===== src/rtl/ifetch_ctrl_pkg.sv =====
// -----------------------------------------------------------------------------
// ifetch_ctrl_pkg
//   Shared widths, constants and FSM encoding for the instruction-fetch
//   controller and its output slot.
//   Contents:
//     PC_WIDTH / INST_WIDTH  default address and instruction widths
//     PC_INC                 sequential PC step in bytes
//     if_state_e             fetch FSM state encoding (2 bits)
// -----------------------------------------------------------------------------
package ifetch_ctrl_pkg;

   localparam int unsigned PC_WIDTH   = 32;
   localparam int unsigned INST_WIDTH = 32;
   localparam int unsigned PC_INC     = 4;

   typedef enum logic [1:0] {
      S_REQ  = 2'd0,   // no request outstanding
      S_WAIT = 2'd1,   // one request outstanding, response will be kept
      S_DROP = 2'd2    // one request outstanding, response will be discarded
   } if_state_e;

endpackage : ifetch_ctrl_pkg


===== src/rtl/ifetch_ctrl_obuf.sv =====
// -----------------------------------------------------------------------------
// ifetch_obuf
//   One-entry valid/ready holding slot for a fetched instruction and its PC.
//   Contents are frozen while valid_o=1 and the consumer is not ready.
//   Ports:
//     clk      in   clock
//     rst_n    in   synchronous reset, active low
//     load_i   in   capture inst_i / pc_i and raise valid_o
//     inst_i   in   instruction to capture
//     pc_i     in   PC of inst_i
//     flush_i  in   drop the held entry (valid_o cleared next cycle)
//     ready_i  in   consumer accepts the held entry
//     valid_o  out  entry valid
//     inst_o   out  held instruction
//     pc_o     out  held PC
// -----------------------------------------------------------------------------
module ifetch_obuf
   import ifetch_ctrl_pkg::*;
#(
   parameter int unsigned PC_W   = PC_WIDTH,
   parameter int unsigned INST_W = INST_WIDTH
) (
   input  logic              clk,
   input  logic              rst_n,
   input  logic              load_i,
   input  logic [INST_W-1:0] inst_i,
   input  logic [PC_W-1:0]   pc_i,
   input  logic              flush_i,
   input  logic              ready_i,
   output logic              valid_o,
   output logic [INST_W-1:0] inst_o,
   output logic [PC_W-1:0]   pc_o
);

   logic              valid_d, valid_q;
   logic [INST_W-1:0] inst_d,  inst_q;
   logic [PC_W-1:0]   pc_d,    pc_q;

   always_comb begin
      valid_d = valid_q;
      inst_d  = inst_q;
      pc_d    = pc_q;
      // Flush wins over everything; a load is never requested together with
      // a flush, but the priority keeps the slot empty if it ever were.
      if (flush_i) begin
         valid_d = 1'b0;
      end else if (load_i) begin
         valid_d = 1'b1;
         inst_d  = inst_i;
         pc_d    = pc_i;
      end else if (valid_q && ready_i) begin
         valid_d = 1'b0;
      end
   end

   always_ff @(posedge clk) begin
      if (!rst_n) begin
         valid_q <= 1'b0;
         inst_q  <= '0;
         pc_q    <= '0;
      end else begin
         valid_q <= valid_d;
         inst_q  <= inst_d;
         pc_q    <= pc_d;
      end
   end

   assign valid_o = valid_q;
   assign inst_o  = inst_q;
   assign pc_o    = pc_q;

endmodule : ifetch_obuf


===== src/rtl/ifetch_ctrl.sv =====
// -----------------------------------------------------------------------------
// ifetch_ctrl
//   Instruction-fetch controller. Issues one memory read per PC, hands back
//   pc+4 to the PC register and holds it (stall) until the read is accepted,
//   and buffers one returned instruction for decode. A flush withdraws any
//   pending request and discards the response of an in-flight one.
//   Ports:
//     clk               in   clock
//     rst_n             in   synchronous reset, active low
//     pc_i              in   current PC from PC register
//     pc_next_o         out  pc_i + 4 (wraps modulo 2^PC_WIDTH)
//     stall_o           out  hold PC register
//     flush_i           in   pipeline flush
//     imem_req_valid_o  out  fetch request valid
//     imem_req_ready_i  in   memory accepts request
//     imem_req_addr_o   out  fetch address
//     imem_rsp_valid_i  in   read data valid
//     imem_rsp_data_i   in   read data
//     id_valid_o        out  instruction valid to decode
//     id_ready_i        in   decode accepts instruction
//     id_inst_o         out  fetched instruction
//     id_pc_o           out  PC of id_inst_o
// -----------------------------------------------------------------------------
module ifetch_ctrl
   import ifetch_ctrl_pkg::*;
#(
   parameter int unsigned PC_W   = PC_WIDTH,
   parameter int unsigned INST_W = INST_WIDTH
) (
   input  logic              clk,
   input  logic              rst_n,
   input  logic [PC_W-1:0]   pc_i,
   output logic [PC_W-1:0]   pc_next_o,
   output logic              stall_o,
   input  logic              flush_i,
   output logic              imem_req_valid_o,
   input  logic              imem_req_ready_i,
   output logic [PC_W-1:0]   imem_req_addr_o,
   input  logic              imem_rsp_valid_i,
   input  logic [INST_W-1:0] imem_rsp_data_i,
   output logic              id_valid_o,
   input  logic              id_ready_i,
   output logic [INST_W-1:0] id_inst_o,
   output logic [PC_W-1:0]   id_pc_o
);

   localparam logic [PC_W-1:0] PC_STEP = PC_W'(PC_INC);

   if_state_e       state_d, state_q;
   logic [PC_W-1:0] pc_hold_d, pc_hold_q;

   logic req_valid;
   logic fire;
   logic obuf_load;
   logic obuf_valid;

   // A request goes out only with nothing outstanding and with the output
   // slot empty or draining this cycle, so the slot always has room for the
   // response. Reset is synchronous, so the request is also masked directly
   // while rst_n is low.
   assign req_valid = rst_n && (state_q == S_REQ) && !flush_i &&
                      (!obuf_valid || id_ready_i);
   assign fire      = req_valid && imem_req_ready_i;

   assign imem_req_valid_o = req_valid;
   assign imem_req_addr_o  = pc_i;
   assign pc_next_o        = pc_i + PC_STEP;

   // Releasing the PC on flush lets the PC register load the flush target.
   assign stall_o = !rst_n || (!fire && !flush_i);

   always_comb begin
      state_d   = state_q;
      pc_hold_d = pc_hold_q;
      obuf_load = 1'b0;
      unique case (state_q)
         S_REQ: begin
            // Responses seen here are stale and ignored.
            if (fire) begin
               pc_hold_d = pc_i;
               state_d   = S_WAIT;
            end
         end
         S_WAIT: begin
            if (imem_rsp_valid_i) begin
               obuf_load = !flush_i;
               state_d   = S_REQ;
            end else if (flush_i) begin
               state_d = S_DROP;
            end
         end
         S_DROP: begin
            if (imem_rsp_valid_i) begin
               state_d = S_REQ;
            end
         end
         default: begin
            state_d = S_REQ;
         end
      endcase
   end

   always_ff @(posedge clk) begin
      if (!rst_n) begin
         state_q   <= S_REQ;
         pc_hold_q <= '0;
      end else begin
         state_q   <= state_d;
         pc_hold_q <= pc_hold_d;
      end
   end

   ifetch_obuf #(
      .PC_W   (PC_W),
      .INST_W (INST_W)
   ) u_obuf (
      .clk     (clk),
      .rst_n   (rst_n),
      .load_i  (obuf_load),
      .inst_i  (imem_rsp_data_i),
      .pc_i    (pc_hold_q),
      .flush_i (flush_i),
      .ready_i (id_ready_i),
      .valid_o (obuf_valid),
      .inst_o  (id_inst_o),
      .pc_o    (id_pc_o)
   );

   assign id_valid_o = obuf_valid;

endmodule : ifetch_ctrl


===== config.mk =====
export PLATFORM = sky130hd
export DESIGN_NAME = ifetch_ctrl
export DESIGN_NICKNAME = d
export VERILOG_FILES = /design/src/rtl/ifetch_ctrl_pkg.sv /design/src/rtl/ifetch_ctrl_obuf.sv /design/src/rtl/ifetch_ctrl.sv
export SDC_FILE = /design/constraint.sdc
export NUM_CORES = 1
export LEC_CHECK = 0
export BUFFER_PORTS_ARGS = -buffer_cell sky130_fd_sc_hd__clkbuf_2
export CORE_MARGIN = 10
export CORE_UTILIZATION = 44
export CTS_BUF_LIST = sky130_fd_sc_hd__clkbuf_2 sky130_fd_sc_hd__clkbuf_4 sky130_fd_sc_hd__clkbuf_8
export CTS_CLUSTER_SIZE = 30
export DETAILED_ROUTE_END_ITERATION = 12
export HOLD_SLACK_MARGIN = 0.12
export PLACE_DENSITY = 0.81
export SETUP_SLACK_MARGIN = 0.2
export SYNTH_ARGS = -nofsm -noshare
export SYNTH_HDL_FRONTEND = slang
export SYNTH_SLANG_ARGS = --single-unit

===== constraint.sdc =====
create_clock -name clk -period 1.7 [get_ports clk]
set_clock_uncertainty 0.2 [all_clocks]
set_input_delay 0.085 -clock clk [delete_from_list [all_inputs] [get_ports clk]]
set_output_delay 0.085 -clock clk [all_outputs]
set_load 0.02 [all_outputs]

Yosys cells after proc, flatten, opt, wreduce, memory -nomap -nowiden:

Cells that the tools add are included.

* register bits: 99

* $add $sub $neg: 1
* eq/ne operators: 5
* multiplexer cells: 9
* bitwise logic cells: 2
* reduce and logical (&&, ||, !) cells: 18

Operators with widths (count)
* adder 32 x 3 -> 32 bit, second input constant: 1
* two-way mux 2 bit: 4
* logical AND 1 bit: 6
* one-hot mux 2 bit (3 select lines): 1
* zero test 1 bit: 4
* two-way mux 1 bit: 4
* != test 2 bit, second input constant: 2
* AND reduction 2 bit: 2
* != test 3 bit, second input constant: 1
* AND reduction 3 bit: 1
* == test 2 x 1 -> 1 bit, second input constant: 1
* == test 2 bit, second input constant: 1
* zero test 2 bit: 1
* logical OR 1 bit: 2
* NOT 1 bit: 2
* nonzero test 2 bit: 1
* OR reduction 2 bit: 1

Logic depth before layout (Yosys ltp):

Gate-level depths: netlist of the first run.

* depth in word-level cells: 8
* mapped depth: 7
* depth with buffers taken out: 5

By module:

Synthesis of the first run repeated with hierarchy kept, for this count alone.

* cells, all modules: 513
* area, all modules: 4809.6 µm²

Modules (own cells, without submodules)
* ifetch_obuf: times used 1, cells an instance 282, area each 2670.1 µm²
* ifetch_ctrl: times used 1, cells an instance 231, area each 2139.6 µm²

Worst setup path before layout of the first run:

OpenSTA, ideal clock, no wires.

* path kind: reg2out
* start: register u_obuf.valid_q (netlist: u_obuf.valid_o)
* end: output stall_o
* data arrival time: 1.525 ns
* required time: 1.415 ns
* slack: -0.110 ns
* stages on the path, launching flop included: 5
* cell sequence: dfxtp_1 > nor2b_1 > nor4_4 > buf_6 > o21ai_0

* cells in the longest elaborated chain, start to end: 7

Ends and longest elaborated chain
* start: declaration: line ifetch_ctrl_obuf.sv:35 `logic valid_d, valid_q;`
* start signal: assignment: line ifetch_ctrl_obuf.sv:62 `valid_q <= valid_d;`
* zero test 1 bit: line ifetch_ctrl.sv:62 `(!obuf_valid || id_ready_i);`
* logical OR 1 bit: line ifetch_ctrl.sv:62
* logical AND 1 bit: line ifetch_ctrl.sv:61 `assign req_valid = rst_n && (state_q == S_REQ) && !flush_i &&`
* logical AND 1 bit: line ifetch_ctrl.sv:63 `assign fire = req_valid && imem_req_ready_i;`
* zero test 1 bit: line ifetch_ctrl.sv:70 `assign stall_o = !rst_n || (!fire && !flush_i);`
* logical AND 1 bit: line ifetch_ctrl.sv:70
* logical OR 1 bit: line ifetch_ctrl.sv:70
* end: declaration: line ifetch_ctrl.sv:34 `output logic stall_o,`

Every way passes these cells.

Worst setup path in the final report of the first run:

* start: register state_q[1]
* end: register pc_hold_q[28]

* cells in the longest elaborated chain, start to end: 6

Ends and longest elaborated chain
* start: declaration: line ifetch_ctrl.sv:49 `if_state_e state_d, state_q;`
* start signal: assignment: line ifetch_ctrl.sv:108 `state_q <= state_d;`
* zero test 2 bit *: line ifetch_ctrl.sv:61, ifetch_ctrl.sv:76
* logical AND 1 bit (3 in series): line ifetch_ctrl.sv:61
* logical AND 1 bit: line ifetch_ctrl.sv:63
* AND reduction 2 bit (no source line) *
* end signal: assignment: line ifetch_ctrl.sv:109 `pc_hold_q <= pc_hold_d;`
* end: declaration: line ifetch_ctrl.sv:50 `logic [PC_W-1:0] pc_hold_d, pc_hold_q;`

Mark *: on every way between the ends. The rest lies on a longest branch, timed or not.
A chain may end at the register's enable or synchronous reset.

==> impl_metrics.tcl, run 1 <==
set metrics [dict create \
    worstMarginPinSlew_ns 0.8164 \
    endpoint_kind "flip-flop" \
    overflow 0 \
    core_um2 10230 \
    path_class "flip-flop to flip-flop" \
    grt_first_pass_wirelength_um 28120 \
    holdWs_ns -0.01002 \
    place_congestion 0.7753 \
    final_area_um2 8578 \
    worst-path-max-fanout 7 \
    clk_latency_ns 0.38 \
    nNetsFinal 890 \
    hold_viol_final 1 \
    cpPeakStageDelay_ns 0.35 \
    numCtsBuffers 9 \
    synth_area_per_cell_um2 8.821 \
    layout_min_cycle_time_ns 1.827 \
    cts-root-buf "clkbuf_8" \
    place_area_um2 5670 \
    yosys.area.top_type "dfxtp_1" \
    crit_slowest_cell "dfxtp_2" \
    vias_per_cell 5.464 \
    synthToLayoutAreaGrowth_pct 88.09 \
    violations "hold timing, setup timing" \
    drt_iter0_drc 390 \
    layout_commonest_cell "clkbuf_2" \
    fp-row-count 37 \
    max_freq_ghz 0.5475 \
    slew_headroom_pct 45.57 \
    power_density_nw_per_um2 575.4 \
    ys_ff_latch 99 \
    maxCapViolCount 0 \
    fin_crit_sh_pct 107.4 \
    ys_seq_area_share_pct 43.46 \
    route.detailed.drc 0 \
    rsz0062_at_grt "yes" \
    syn-num-nets 588 \
    synth_top_cells_by_area "dfxtp_1, nand2_1, a21boi_0, mux2i_1, buf_4" \
    setup_viol 63 \
    worst_slack_ns -0.1266 \
    critPathBufInv 3 \
    routed_wl_um 22480 \
    ys_warn_count 0 \
    grt_pass1_vias 5286 \
    syn_area_um2 4561 \
    report.final.slew_viol_count 0 \
    path_clk_slew_ns 0.10 \
    antenna_found_initial 1 \
    die_w_um 121.8 \
    fin_tns_setup_ns -2.726 \
    final_cell_mix "clkbuf_2, dfxtp_1, dlygate4sd3_1, nand2_1, buf_4" \
    htreeDepth 3 \
    grt_use_total_pct 23.76 \
    start_util_pct 44.58 \
    cts_tree "done" \
    vias 5251 \
    status "finished with violations" \
    instances_no_fill 961 \
    grt_max_degree 100 \
    path_cells "nand2b_4, nor4_4, buf_6, buf_4, buf_12, mux2i_1, nor2b_1" \
    crit_required_ns 1.76 \
    dieArea_um2 14840 \
    postRouteAntennaNets 0 \
    p_leak_nw 3.835 \
    utilization_pct 83.84 \
    peakVddDrop_mv 0.4623 \
    drt-pass1-iter-count 5 \
    pre_cts_ws_ns -0.05927 \
    dp.cells 821 \
    synth_cell_types 37 \
    hp-class "primary input to flip-flop" \
    ioPinCount 201 \
    arrival_ns 1.89 \
    start_kind "flip-flop" \
    drive_above_1_share_pct 56.31 \
    cpLargestDelayFamily "simple AND/OR/NAND/NOR gates" \
    synthCells 517 \
    io_buffers 200 \
    yosysTopAreaCellShare_pct 43.46 \
    dp_hpwl_um 9939 \
    die_h_um 121.8 \
    clock_sinks 99 \
    cts.path.max_buffers 2 \
    p_total_mw 4.936 \
    wl_per_cell_um 23.39 \
]
[synth_stat cells]
| cell | number |
|---|---|
| buf_4 | 34 |
| nor3_2 | 1 |
| buf_1 | 3 |
| nand3_1 | 17 |
| nand3b_1 | 1 |
| inv_1 | 4 |
| nor2b_1 | 33 |
| nor4_1 | 2 |
| ha_1 | 1 |
| xor2_1 | 3 |
| a22oi_1 | 1 |
| nor4_2 | 2 |
| nor3b_1 | 2 |
| nand4_2 | 1 |
| nand2b_4 | 1 |
| nor3_1 | 2 |
| or2_2 | 1 |
| mux2_2 | 1 |
| mux2i_1 | 32 |
| a21oi_1 | 1 |
| xnor2_1 | 25 |
| nand2_1 | 134 |
| and2_1 | 1 |
| nor4_4 | 1 |
| o21ai_0 | 1 |
| buf_6 | 4 |
| buf_2 | 6 |
| nor2_2 | 1 |
| nand2b_1 | 1 |
| a21boi_0 | 64 |
| and4_1 | 1 |
| dfxtp_1 | 99 |
| buf_8 | 1 |
| nor2_1 | 6 |
| clkbuf_1 | 16 |
| and3_1 | 3 |
| nand4_1 | 10 |
[per-layer routing]
layer  GRT usage, %  routed length (um)  up-vias
met3          4.995                1458       97
met1          24.90                7901     2549
met2          43.64               11850      307
met4          12.30                1266        0
li1               -                   -     2298
met5              0                   0        -
[final cells by class]
| type | instances | area [um2] |
|---|---|---|
| antenna | 1 | 2.502 |
| sequential | 99 | 1988 |
| clock inverter | 6 | 48.80 |
| multi-input combinational | 357 | 3159 |
| tap | 136 | 170.2 |
| timing repair buffer | 348 | 3057 |
| inverter | 4 | 15.01 |
| clock buffer | 10 | 137.6 |
| fill | 513 | 1653 |
[flip-flops by register name (all words and copies together) (netlist names)]
register        flops
pc_hold_q          32
state_q             2
u_obuf.inst_o      32
u_obuf.pc_o        32
u_obuf.valid_o      1
[worst min-delay path, cell delays in order]
cell and delay, ns:
clkbuf_2 0.11, nor2b_4 0.05, buf_4 0.15, inv_1 0.06
a21oi_1 0.06
[logic make-up after synthesis]
family                     Yosys count  share of synthesized area, %
AOI/OAI and AO/OA                   67                         10.92
xor gates and xnor gates            28                         5.377
adders and majority gates            1                        0.2743
buffers and inverters               68                         9.465
DFF                                 99                         43.46
muxes                               33                         7.270
and+or+nand+nor                    221                         23.24
[where the power goes]
group	internal [mW]	switching, mW
Clock	0.586	0.909
Sequential	2.35	0.0343
Combinational	0.534	0.521
Total	3.47	1.46
[worst paths after layout]
path,from,to,slack (ns),cells after the start
worst max-delay path,state_q[1]$_SDFFE_PN0P_,pc_hold_q[28]$_SDFFE_PN0P_,-0.13,7
worst max register to register,state_q[1]$_SDFFE_PN0P_,pc_hold_q[28]$_SDFFE_PN0P_,-0.13,7
worst min register to register,u_obuf.inst_o[17]$_SDFFE_PN0P_,u_obuf.inst_o[17]$_SDFFE_PN0P_,0.26,2
worst min-delay path,id_ready_i,u_obuf.valid_o$_SDFFE_PP0P_,-0.01,5
[timing repair]
item / CTS / global route
setup buffers: 18 / 16
endpoints found under the hold margin: 67 / 3
gates resized for setup: 175 / 222
hold buffers: 68 / 1
pin swaps: 36 / 103
gates cloned: 14 / 7
setup endpoints to repair: 119 / 120
Note: power is estimated with default switching activity, not from simulation.
==> run 2, diff against run 1 <==
Settings changed: BUFFER_PORTS_ARGS -buffer_cell sky130_fd_sc_hd__clkbuf_2 to default, CORE_UTILIZATION 44 to 59, DONT_BUFFER_PORTS from default to 1.
==> run 2 against run 1 <==
The run still ends with hold timing, setup timing left. Flip-flop and latch count is the same. Sequential share of layout area grew 6.0 points. Register-to-register slack lost 0.09 ns. Maximum frequency shrank 4.8%. Total power shrank 5.5%.
==> impl_metrics.tcl, run 2 (synthesis results as in run 1) <==
set metrics [dict create \
    status "finished with violations" \
    violations "hold timing, setup timing" \
    endpoint_kind "flip-flop" \
    crit_slowest_cell "dfxtp_2" \
    io_buffers 0 \
    cpLargestDelayFamily "simple AND/OR/NAND/NOR gates" \
    cts.path.max_buffers 2 \
    antennaDiodeCount 0 \
    place_congestion 0.8109 \
    cts_tree "done" \
    core_um2 7607 \
    setup_viol 85 \
    p_leak_nw 2.685 \
    cts-root-buf "clkbuf_8" \
    start_kind "flip-flop" \
    cpPeakStageDelay_ns 0.37 \
    grt_max_degree 101 \
    nFillCells 312 \
    dp_hpwl_um 8316 \
    report.final.slew_viol_count 0 \
    hold_viol_final 99 \
    final_cell_mix "dfxtp_1, dlygate4sd3_1, nand2_1, nand2_2, a21boi_2" \
    path_cells "nand2b_1, nor4_4, buf_4, buf_8, mux2i_1, nor2b_1" \
    drive_above_1_share_pct 38.61 \
    synthToLayoutAreaGrowth_pct 49.44 \
    clock_sinks 99 \
    worstMarginPinSlew_ns 0.6081 \
    postRouteAntennaNets 0 \
    wl_per_cell_um 26.99 \
    power_density_nw_per_um2 684.1 \
    seqPwrFrac_pct 51.3 \
    hp-class "primary input to flip-flop" \
    maxCapViolCount 0 \
    layout_commonest_cell "dfxtp_1" \
    p_switching_mw 1.260 \
    p_clk_share_pct 34.1 \
    holdWs_ns -0.3265 \
    place_area_um2 4577 \
    swShare_pct 27.02 \
    grt_first_pass_wirelength_um 23960 \
    die_w_um 107.9 \
    p_int_mw 3.402 \
    dieArea_um2 11650 \
    worst_slack_ns -0.2185 \
    overflow 0 \
    fin_crit_sh_pct 112.9 \
    vias 4317 \
    routed_wl_um 19110 \
    path_clk_slew_ns 0.11 \
    slew_headroom_pct 59.17 \
    ioPinCount 201 \
    start_util_pct 59.95 \
    path_class "flip-flop to flip-flop" \
    utilization_pct 89.59 \
    grt_pass1_vias 4243 \
    clk_latency_ns 0.36 \
    arrival_ns 1.96 \
    nNetsFinal 672 \
    vias_per_cell 6.097 \
    antenna_found_initial 0 \
    drt-pass1-iter-count 5 \
    htreeDepth 3 \
    drt_iter0_drc 258 \
    grt_use_total_pct 26.37 \
    power_frac_comb_pct 14.5 \
    worst-path-max-fanout 7 \
    max_freq_ghz 0.5212 \
    final_area_um2 6815 \
    die_h_um 107.9 \
    critPathBufInv 2 \
    peakVddDrop_mv 0.4890 \
    rsz0062_at_grt "yes" \
    layout_min_cycle_time_ns 1.919 \
    fp-row-count 32 \
    numCtsBuffers 9 \
    crit_required_ns 1.74 \
    route.detailed.drc 0 \
]
[run 2: changes by cell type in the layout (fill, tap and decap cells not counted), sizes merged]
cell,before,now
buf,107,60
clkinv,3,1
dlygate4sd3,68,67
bufinv,0,1
dlymetal6s4s,0,1
diode,1,0
clkbuf,183,13
[run 2: timing repair]
action / 4_1_cts / 5_1_grt
hold endpoints to repair: 141 / 108
hold buffers: 62 / 6
gates cloned: 14 / 5
endpoints found under the setup margin: 106 / 109
pin swaps: 46 / 79
gates resized for setup: 165 / 101
setup buffers: 18 / 5
[run 2: power groups by stage]
stage | clock network, mW | registers (mW) | logic (mW)
final | 1.59 | 2.39 | 0.677
after global routing | 1.68 | 2.40 | 0.701
after CTS | 1.55 | 2.39 | 0.585
after detailed placement | 0 | 2.43 | 0.304
after global placement | 0 | 2.43 | 0.297
after floorplan | 0 | 2.43 | 0.390
[run 2: final timing paths]
path	startpoint	endpoint	slack, ns	cells after the start
worst max-delay path	state_q[1]$_SDFFE_PN0P_	pc_hold_q[1]$_SDFFE_PN0P_	-0.22	6
worst min-delay path	rst_n	pc_hold_q[9]$_SDFFE_PN0P_	-0.33	1
worst max register to register	state_q[1]$_SDFFE_PN0P_	pc_hold_q[1]$_SDFFE_PN0P_	-0.22	6
worst min register to register	pc_hold_q[24]$_SDFFE_PN0P_	u_obuf.pc_o[24]$_SDFFE_PN0P_	0.26	2
[run 2: layout make-up]
cell class              instances  area (um2)  share of cell area (%)
multi-input cells             357        2923                   42.89
flip-flops and latches         99        1988                   29.17
repair buffers                130        1560                   22.89
clock buffers                  11       138.9                   2.038
well taps                     102       127.6                   1.873
clock inverters                 5       62.56                  0.9179
inverters                       4       15.01                  0.2203
[run 2: worst reg2reg max path: cells and delay by family, from the launching register on]
family | cells | cell delay [ns]
and+or+nand+nor | 3 | 0.58
buffers and inverters | 2 | 0.41
DFF | 1 | 0.37
muxes | 1 | 0.24
[run 2: per-layer routing]
layer,share of wire [%],GRT usage (%),vias to the layer above
met5,0,0,-
met1,33,28.02,2093
met3,10,8.982,80
met4,5.0,9.828,0
li1,-,-,1848
met2,52,47.18,296
[run 2: per-stage QoR]
step	setup WS [ns]	setup TNS (ns)	hold WS (ns)	power, mW	std cells
floorplan	-0.03159	-0.8784	-0.03955	2.818	517
global placement	0.05152	0	-0.03796	2.730	582
detailed placement	-0.05557	-0.2020	-0.03195	2.739	582
CTS	-0.01078	-0.1273	-0.3402	4.517	692
global route	-0.2685	-10.11	-0.3391	4.781	708
finish	-0.2185	-6.334	-0.3265	4.662	708
